$ cat src/rtl/l1_cache_pkg.sv
// Shared constants, miss-engine state encoding and address-field helpers for the L1 data cache.
package l1_cache_pkg;

    localparam int ADDR_SIZE      = 14;
    localparam int WORD_SIZE      = 32;
    localparam int WORDS_PER_LINE = 8;
    localparam int LINES_PER_SET  = 32;
    localparam int CPU_ADDR_BITS  = 32;

    localparam int OFFSET_BITS = $clog2(WORDS_PER_LINE);
    localparam int INDEX_BITS  = $clog2(LINES_PER_SET);
    localparam int TAG_BITS    = ADDR_SIZE - INDEX_BITS - OFFSET_BITS;

    typedef logic [CPU_ADDR_BITS-1:0] addr_t;
    typedef logic [TAG_BITS-1:0]      tag_t;
    typedef logic [INDEX_BITS-1:0]    index_t;
    typedef logic [OFFSET_BITS-1:0]   offset_t;
    typedef logic [WORD_SIZE-1:0]     word_t;

    typedef enum logic [1:0] {IDLE, WB, FILL, DONE} miss_state_t;

    function automatic tag_t addr_tag(input addr_t a);
        return a[OFFSET_BITS+INDEX_BITS +: TAG_BITS];
    endfunction

    function automatic index_t addr_index(input addr_t a);
        return a[OFFSET_BITS +: INDEX_BITS];
    endfunction

    function automatic offset_t addr_offset(input addr_t a);
        return a[OFFSET_BITS-1:0];
    endfunction

    // Bits above the cache address space are carried over from base unchanged.
    function automatic addr_t line_word_addr(input addr_t base, input tag_t tag,
                                             input index_t index, input offset_t offset);
        addr_t r;
        r = base;
        r[ADDR_SIZE-1:0] = {tag, index, offset};
        return r;
    endfunction

endpackage

$ cat src/rtl/l1_miss_handler.sv
// Miss/refill engine between the CPU port and the 2-way L1 data cache: dirty write-back, word-wise refill.
// Optional build macro CRITICAL_WORD_FIRST_EN starts the refill at the missed word offset.
module l1_miss_handler
    import l1_cache_pkg::*;
(
    input  logic                     clk,
    input  logic                     reset,
    input  logic                     cpu_rd,
    input  logic                     cpu_we,
    input  logic [CPU_ADDR_BITS-1:0] cpu_addr,
    output logic                     stall,
    input  logic                     cache_hit,
    input  logic                     cache_dirty,
    input  logic [TAG_BITS-1:0]      victim_tag,
    input  logic [WORD_SIZE-1:0]     cache_dout,
    output logic [CPU_ADDR_BITS-1:0] cache_addr,
    output logic                     cache_we_cache,
    output logic [WORD_SIZE-1:0]     cache_wdata,
    output logic                     mem_req,
    output logic                     mem_we,
    output logic [CPU_ADDR_BITS-1:0] mem_addr,
    output logic [WORD_SIZE-1:0]     mem_wdata,
    input  logic [WORD_SIZE-1:0]     mem_rdata,
    input  logic                     mem_ack
);

    miss_state_t state_q, state_d;
    offset_t     cnt_q, cnt_d;
    offset_t     start_q, start_d;
    logic [CPU_ADDR_BITS-OFFSET_BITS-1:0] line_q, line_d;
    logic        we_cache_q, we_cache_d;
    addr_t       fill_addr_q, fill_addr_d;
    word_t       fill_data_q, fill_data_d;

    offset_t     miss_start;
    addr_t       line_base;

`ifdef CRITICAL_WORD_FIRST_EN
    assign miss_start = addr_offset(cpu_addr);
`else
    assign miss_start = '0;
`endif

    assign line_base      = {line_q, {OFFSET_BITS{1'b0}}};
    assign cache_we_cache = we_cache_q;
    assign cache_wdata    = fill_data_q;

    always_comb begin
        // NOTE: every variable gets a default before the case so no path can infer a latch.
        state_d     = state_q;
        cnt_d       = cnt_q;
        start_d     = start_q;
        line_d      = line_q;
        we_cache_d  = 1'b0;
        fill_addr_d = fill_addr_q;
        fill_data_d = fill_data_q;
        stall       = 1'b0;
        cache_addr  = cpu_addr;
        mem_req     = 1'b0;
        mem_we      = 1'b0;
        mem_addr    = '0;
        mem_wdata   = '0;

        unique case (state_q)
            IDLE: begin
                if ((cpu_rd || cpu_we) && !cache_hit) begin
                    stall   = 1'b1;
                    line_d  = cpu_addr[CPU_ADDR_BITS-1:OFFSET_BITS];
                    start_d = miss_start;
                    cnt_d   = cache_dirty ? '0 : miss_start;
                    state_d = cache_dirty ? WB : FILL;
                end
            end
            WB: begin
                stall      = 1'b1;
                mem_req    = 1'b1;
                mem_we     = 1'b1;
                mem_addr   = line_word_addr(line_base, victim_tag, addr_index(line_base), cnt_q);
                mem_wdata  = cache_dout;
                cache_addr = mem_addr;
                if (mem_ack) begin
                    cnt_d = cnt_q + 1'b1;
                    if (cnt_q == offset_t'(WORDS_PER_LINE - 1)) begin
                        cnt_d   = start_q;
                        state_d = FILL;
                    end
                end
            end
            FILL: begin
                stall      = 1'b1;
                mem_addr   = line_word_addr(line_base, addr_tag(line_base), addr_index(line_base), cnt_q);
                cache_addr = mem_addr;
                if (we_cache_q) begin
                    // Strobe cycle: the counter has already advanced, so returning to start means all words landed.
                    cache_addr = fill_addr_q;
                    if (cnt_q == start_q) begin
                        state_d = DONE;
                    end
                end else begin
                    mem_req = 1'b1;
                    if (mem_ack) begin
                        we_cache_d  = 1'b1;
                        fill_addr_d = mem_addr;
                        fill_data_d = mem_rdata;
                        cnt_d       = cnt_q + 1'b1;
                    end
                end
            end
            DONE: begin
                stall   = 1'b1;
                state_d = IDLE;
            end
            default: state_d = IDLE;
        endcase
    end

    // NOTE: sequential state uses non-blocking assignments so every flop samples pre-edge values.
    always_ff @(posedge clk or posedge reset) begin
        if (reset) begin
            state_q     <= IDLE;
            cnt_q       <= '0;
            start_q     <= '0;
            line_q      <= '0;
            we_cache_q  <= 1'b0;
            fill_addr_q <= '0;
            fill_data_q <= '0;
        end else begin
            state_q     <= state_d;
            cnt_q       <= cnt_d;
            start_q     <= start_d;
            line_q      <= line_d;
            we_cache_q  <= we_cache_d;
            fill_addr_q <= fill_addr_d;
            fill_data_q <= fill_data_d;
        end
    end

endmodule

$ cat config.mk
export PLATFORM = sky130hd
export DESIGN_NAME = l1_miss_handler
export DESIGN_NICKNAME = d
export VERILOG_FILES = /design/src/rtl/l1_cache_pkg.sv /design/src/rtl/l1_miss_handler.sv
export SDC_FILE = /design/constraint.sdc
export NUM_CORES = 1
export LEC_CHECK = 0
export BUFFER_PORTS_ARGS = -buffer_cell sky130_fd_sc_hd__buf_2
export CORE_ASPECT_RATIO = 0.75
export CORE_UTILIZATION = 35
export DETAILED_ROUTE_END_ITERATION = 12
export PLACE_DENSITY = 0.66
export SYNTH_ARGS = -nofsm -noshare
export SYNTH_HDL_FRONTEND = slang
export SYNTH_SLANG_ARGS = --single-unit
$ cat constraint.sdc
create_clock -name clk -period 2.84 [get_ports clk]
set_input_delay 0.142 -clock clk [delete_from_list [all_inputs] [get_ports clk]]
set_output_delay 0.142 -clock clk [all_outputs]
set_load 0.05 [all_outputs]
# [Word-level counts from Yosys, hierarchy flattened]
# Index checks and enable logic that the tools add are counted.
[totals] regBits=99 input_bits=109 output_inout_bits=132 wordCells=55
[op_classes] bitwise=1 n_reduce_logical=11 addsub=1 mux=25 eq_ne=11
[ops] operator="$pmux 32 s2" n=2
[ops] operator="$mux 32" n=2
[ops] operator="$mux 3" n=5
[ops] operator="$ne 2x2->1 const B" n=7
[ops] operator="$mux 2" n=6
[ops] operator="$reduce_and 5->1" n=2
[ops] operator="$pmux 3 s3" n=1
[ops] operator="$pmux 2 s4" n=1
[ops] operator="$mux 1" n=6
[ops] operator="$eq 2x2->1 const B" n=2
[ops] operator="$pmux 1 s2" n=2
[ops] operator="$add 3x1->3 const B" n=1
[ops] operator="$eq 3x3->1 const B" n=1
[ops] operator="$logic_not 3->1" n=1
[ops] operator="$reduce_and 3->1" n=1
[ops] operator="$reduce_bool 3->1" n=1
[ops] operator="$reduce_or 3->1" n=1
[ops] operator="$eq 2x1->1 const B" n=1
[ops] operator="$logic_not 2->1" n=1
[ops] operator="$reduce_and 2->1" n=1
[ops] operator="$logic_and 1x1->1" n=1
[ops] operator="$logic_not 1->1" n=1
[ops] operator="$logic_or 1x1->1" n=1
[ops] operator="$not 1->1" n=1

# [Longest topological paths before layout]
[depth] depth_word=4 mapped_depth=8 mapped_depth_nobuf=6

# [Least setup slack after synthesis]
# OpenSTA, ideal clock, no wires.
[synth_path] path_kind="reg-to-output" from="register state_q[1]" to="output cache_addr[21]" required_ns=2.698 path_stages_with_launch=7 n_path_buf=2 t_arrival_ns=2.543 path_slack_ns=0.155 path_cell_list="dfrtp_1 > inv_1 > ha_1 > buf_2 > buf_1 > a22oi_1 > a21oi_1"
[synth_between] elab_chain_len=2 word_cells_on_any_way=3 classes_between="2 x eq/ne; 1 x mux"
[synth_lines] item="start: declaration" line="l1_miss_handler.sv:27" text="miss_state_t state_q, state_d;"
[synth_lines] item="start signal: assignment" line="l1_miss_handler.sv:128" text="state_q <= state_d;"
[synth_lines] item="$eq 2x2->1 / $eq 2x1->1 (equally long branches)" line="l1_miss_handler.sv:64" text="unique case (state_q)"
[synth_lines] item="$pmux 32 s2 (*)" line="l1_miss_handler.sv:64"
[synth_lines] item="end: declaration" line="l1_miss_handler.sv:16" text="output logic [CPU_ADDR_BITS-1:0] cache_addr,"
# Every way passes the cells marked *; elsewhere a longest branch is shown, timed or not.

# [Worst setup path after layout]
[layout_path] from="register state_q[1]" to="output mem_addr[5]"
[layout_between] elab_chain_len=2 word_cells_on_any_way=3 classes_between="2 x eq/ne; 1 x mux"
[layout_lines] item="$eq 2x2->1 / $eq 2x1->1 (equally long branches)" line="l1_miss_handler.sv:64"
[layout_lines] item="$pmux 32 s2 (*)" line="l1_miss_handler.sv:64"
[layout_lines] item="end: declaration" line="l1_miss_handler.sv:21" text="output logic [CPU_ADDR_BITS-1:0] mem_addr,"
# Marks and branches as above.

==> impl_metrics.csv <==
group,metric,value,unit
outcome,status,"finished clean",
cells_and_area,synthToLayoutAreaGrowth,32.97,%
routing,num_vias,4380,
critical_path,r2r_cells,5,
placement,dp_hpwl,10460,um
critical_path,crit_start,"state_q[1]",
yosys,synth.net_count,585,
timing,min_period,2.579,ns
global_routing,grt_pass1_wl,22230,um
critical_path,slowest_stage,"ha_1",
global_routing,antenna_found_initial,1,
global_routing,grt_max_degree,77,
clocking,cts_sinks,99,
floorplanning,die_h,108.6,um
timing,max_clock_freq,387.7,MHz
critical_path,cpPeakStageDelay,0.48,ns
yosys,async_reset_ff_frac,1.000,
critical_path,crit_chain,"inv_1, ha_1, o21a_1, buf_4, and2_1, buf_2",
yosys,synth_top_cell_by_area,"dfrtp_1",
routing,wirelength,14400,um
placement,pre_cts_ws,0.6182,ns
critical_path,regToRegEndpoint,"line_q[9]",
cells_and_area,final_nets,817,
critical_path,cp.arrival,2.44,ns
critical_path,r2r-start,"state_q[0]",
global_routing,grt_overflow,0,
floorplanning,die_x,144.1,um
yosys,synth.top_cell.area_share,0.4673,
timing,fin_tns_setup,0,ns
yosys,ys_types,30,
critical_path,rrSetupSlack,0.83,ns
clocking,clkSlewWorstSetupHoldPaths,0.07,ns
critical_path,path_max_fanout,11,
placement,portBuffers,240,
placement,place_congestion,0.7866,
clocking,cts_buffer_depth,2,
timing,timing.final.ws_setup,0.2608,ns
clocking,cts_tree,"done",
yosys,synth_edf_count,0,
floorplanning,pin_count,241,
clocking,numCtsBuffers,9,
timing,setup_violations,0,
floorplanning,core.rowCount,38,
cells_and_area,drive_gt1_frac,0.5434,
yosys,yosys_warnings,0,
timing,fin_skew,0.008100,ns
critical_path,crit_family,"buffers and inverters",
yosys,postSynthCellCount,466,
timing,relSlewSlack,0.4276,
yosys,ys_seq_elements,99,
routing,wire_per_inst,15.94,um
clocking,h-tree-depth,3,
timing,post-route-period-util,0.9082,
yosys,synthFlopType,"dfrtp_1",
flow_run,cap_violations,0,
routing,drc,0,
critical_path,required,2.70,ns
critical_path,endpoint,"mem_addr[5]",
critical_path,critPathKind,"flip-flop to primary output",
yosys,synth_area_leaders,"dfrtp_1, mux2_2, and2_1",
critical_path,worstSetupEndpointType,"primary output",
global_routing,grt_pass1_vias,4336,
floorplanning,core_area,14640,um^2
cells_and_area,antenna_cells,0,
min_path,holdCritStartpoint,"mem_rdata[3]",
floorplanning,die_area,15650,um^2
clocking,cts_root_buffer,"clkbuf_16",
timing,finalHoldViolCount,0,
timing,maxSlewViolCount,0,
routing,drtAntennaViolNets,0,
yosys,synth-seq-area-share,0.4673,
floorplanning,start_util,0.3620,
critical_path,crit_cells,6,
routing,drt-initial-drc-count,147,
routing,viasPerCell,4.850,
min_path,hold_class,"input port to flip-flop",
yosys,ys_top_cells_by_count,"dfrtp_1, mux2_2, and2_1",
critical_path,critical_path_buf_inv_count,3,
critical_path,crit_path_start_kind,"flip-flop",
yosys,syn_area_per_cell,11.38,um^2
global_routing,grt_use_total,0.1860,
yosys,syn_area,5301,um^2
clocking,clk-insertion-delay-late,0.34,ns
timing,tightest_slew,0.8585,ns
timing,rsz0062_at_grt,"no",
clocking,cts_setup_buffers,0,
routing,dr.pass1.iters,4,
yosys,yosys.cell_count.top_type,"dfrtp_1",
registers in the layout, indices dropped and copies added (netlist names):
register        count
cache_wdata        32
fill_addr_q        32
line_q             29
cnt_q               3
state_q             2
cache_we_cache      1
worst register-to-register path, stage by stage (launching register included):
cell and delay [ns]:
dfrtp_1 0.40, inv_1 0.12, ha_2 0.22, inv_1 0.05, or2_2 0.67, mux2_2 0.43
cell type report:
type                    instances  area (um^2)
inverters                      10        40.04
clock buffers                  11        252.7
clock inverters                 5        67.56
flip-flops and latches         99         2477
fillers                      1385         7595
well taps                     200        250.2
repair buffers                256         1349
multi-input cells             322         2613
kinds of logic after synthesis:
logic type | synth area share
buffers and inverters | 0.04130
AO/OA/AOI/OAI | 0.1022
AND/OR/NAND/NOR | 0.1178
flip-flops | 0.4673
adder cells (fa/ha/maj) | 0.02360
multiplexers | 0.2478
routing by layer:
metal  vias to the layer above  global-route usage  share of wire
met3                        11             0.04960          0.060
met1                      2140              0.2384           0.45
li1                       2087                   -              -
met2                       140              0.3119           0.48
met4                         2             0.04331         0.0085
met5                         -                   0        0.00063
stage by stage:
step	instance area (um^2)	utilization	hold WS, ns	std cells
after floorplan	5301	-	0.2737	466
after global placement	6719	0.4588	0.2530	886
after detailed placement	6719	0.4588	0.2678	886
after CTS	7049	0.4814	0.006056	903
after global routing	7049	0.4814	0.01130	903
final	7049	0.4814	0.01451	903
cells in the final DEF (no fill, tap or decap), types with 2 or more instances in the layout:
| master | synthesis | routed |
|---|---|---|
| a221o_1 | 3 | 3 |
| o211ai_1 | 3 | 3 |
| ha_1 | 10 | 9 |
| or2_2 | 1 | 2 |
| a22oi_1 | 34 | 34 |
| clkbuf_8 | 0 | 2 |
| a21oi_1 | 31 | 31 |
| nor2b_1 | 12 | 12 |
| mux2i_1 | 6 | 6 |
| dfrtp_1 | 99 | 99 |
| buf_2 | 10 | 240 |
| buf_4 | 0 | 13 |
| mux2_2 | 95 | 95 |
| mux2_4 | 10 | 10 |
| and3_1 | 2 | 2 |
| o21ai_0 | 7 | 7 |
| and2_1 | 58 | 58 |
| buf_12 | 0 | 2 |
| mux2_1 | 3 | 3 |
| inv_1 | 10 | 9 |
| inv_6 | 0 | 2 |
| nor2_1 | 30 | 30 |
| o21a_1 | 4 | 4 |
| clkbuf_16 | 0 | 9 |
| nand2_1 | 6 | 6 |
what timing repair did:
action,in CTS,in global routing
resized for setup,0,0
hold buffers,1,0
endpoints found under the hold margin,45,0
worst min path at each step:
stage / slack [ns] / to / cells past startpoint
5_1_grt: 0.01 / cache_wdata[27] / 2
3_5_place_dp: 0.27 / cache_wdata[31] / 2
4_1_cts: 0.006 / cache_wdata[3] / 2
3_3_place_gp: 0.25 / cache_wdata[31] / 2
6_report: 0.01 / cache_wdata[3] / 2
2_1_floorplan: 0.27 / cache_wdata[1] / 1
Power is not shown: default switching activity piles up to over one toggle a cycle in this logic, so the estimate is an artifact.
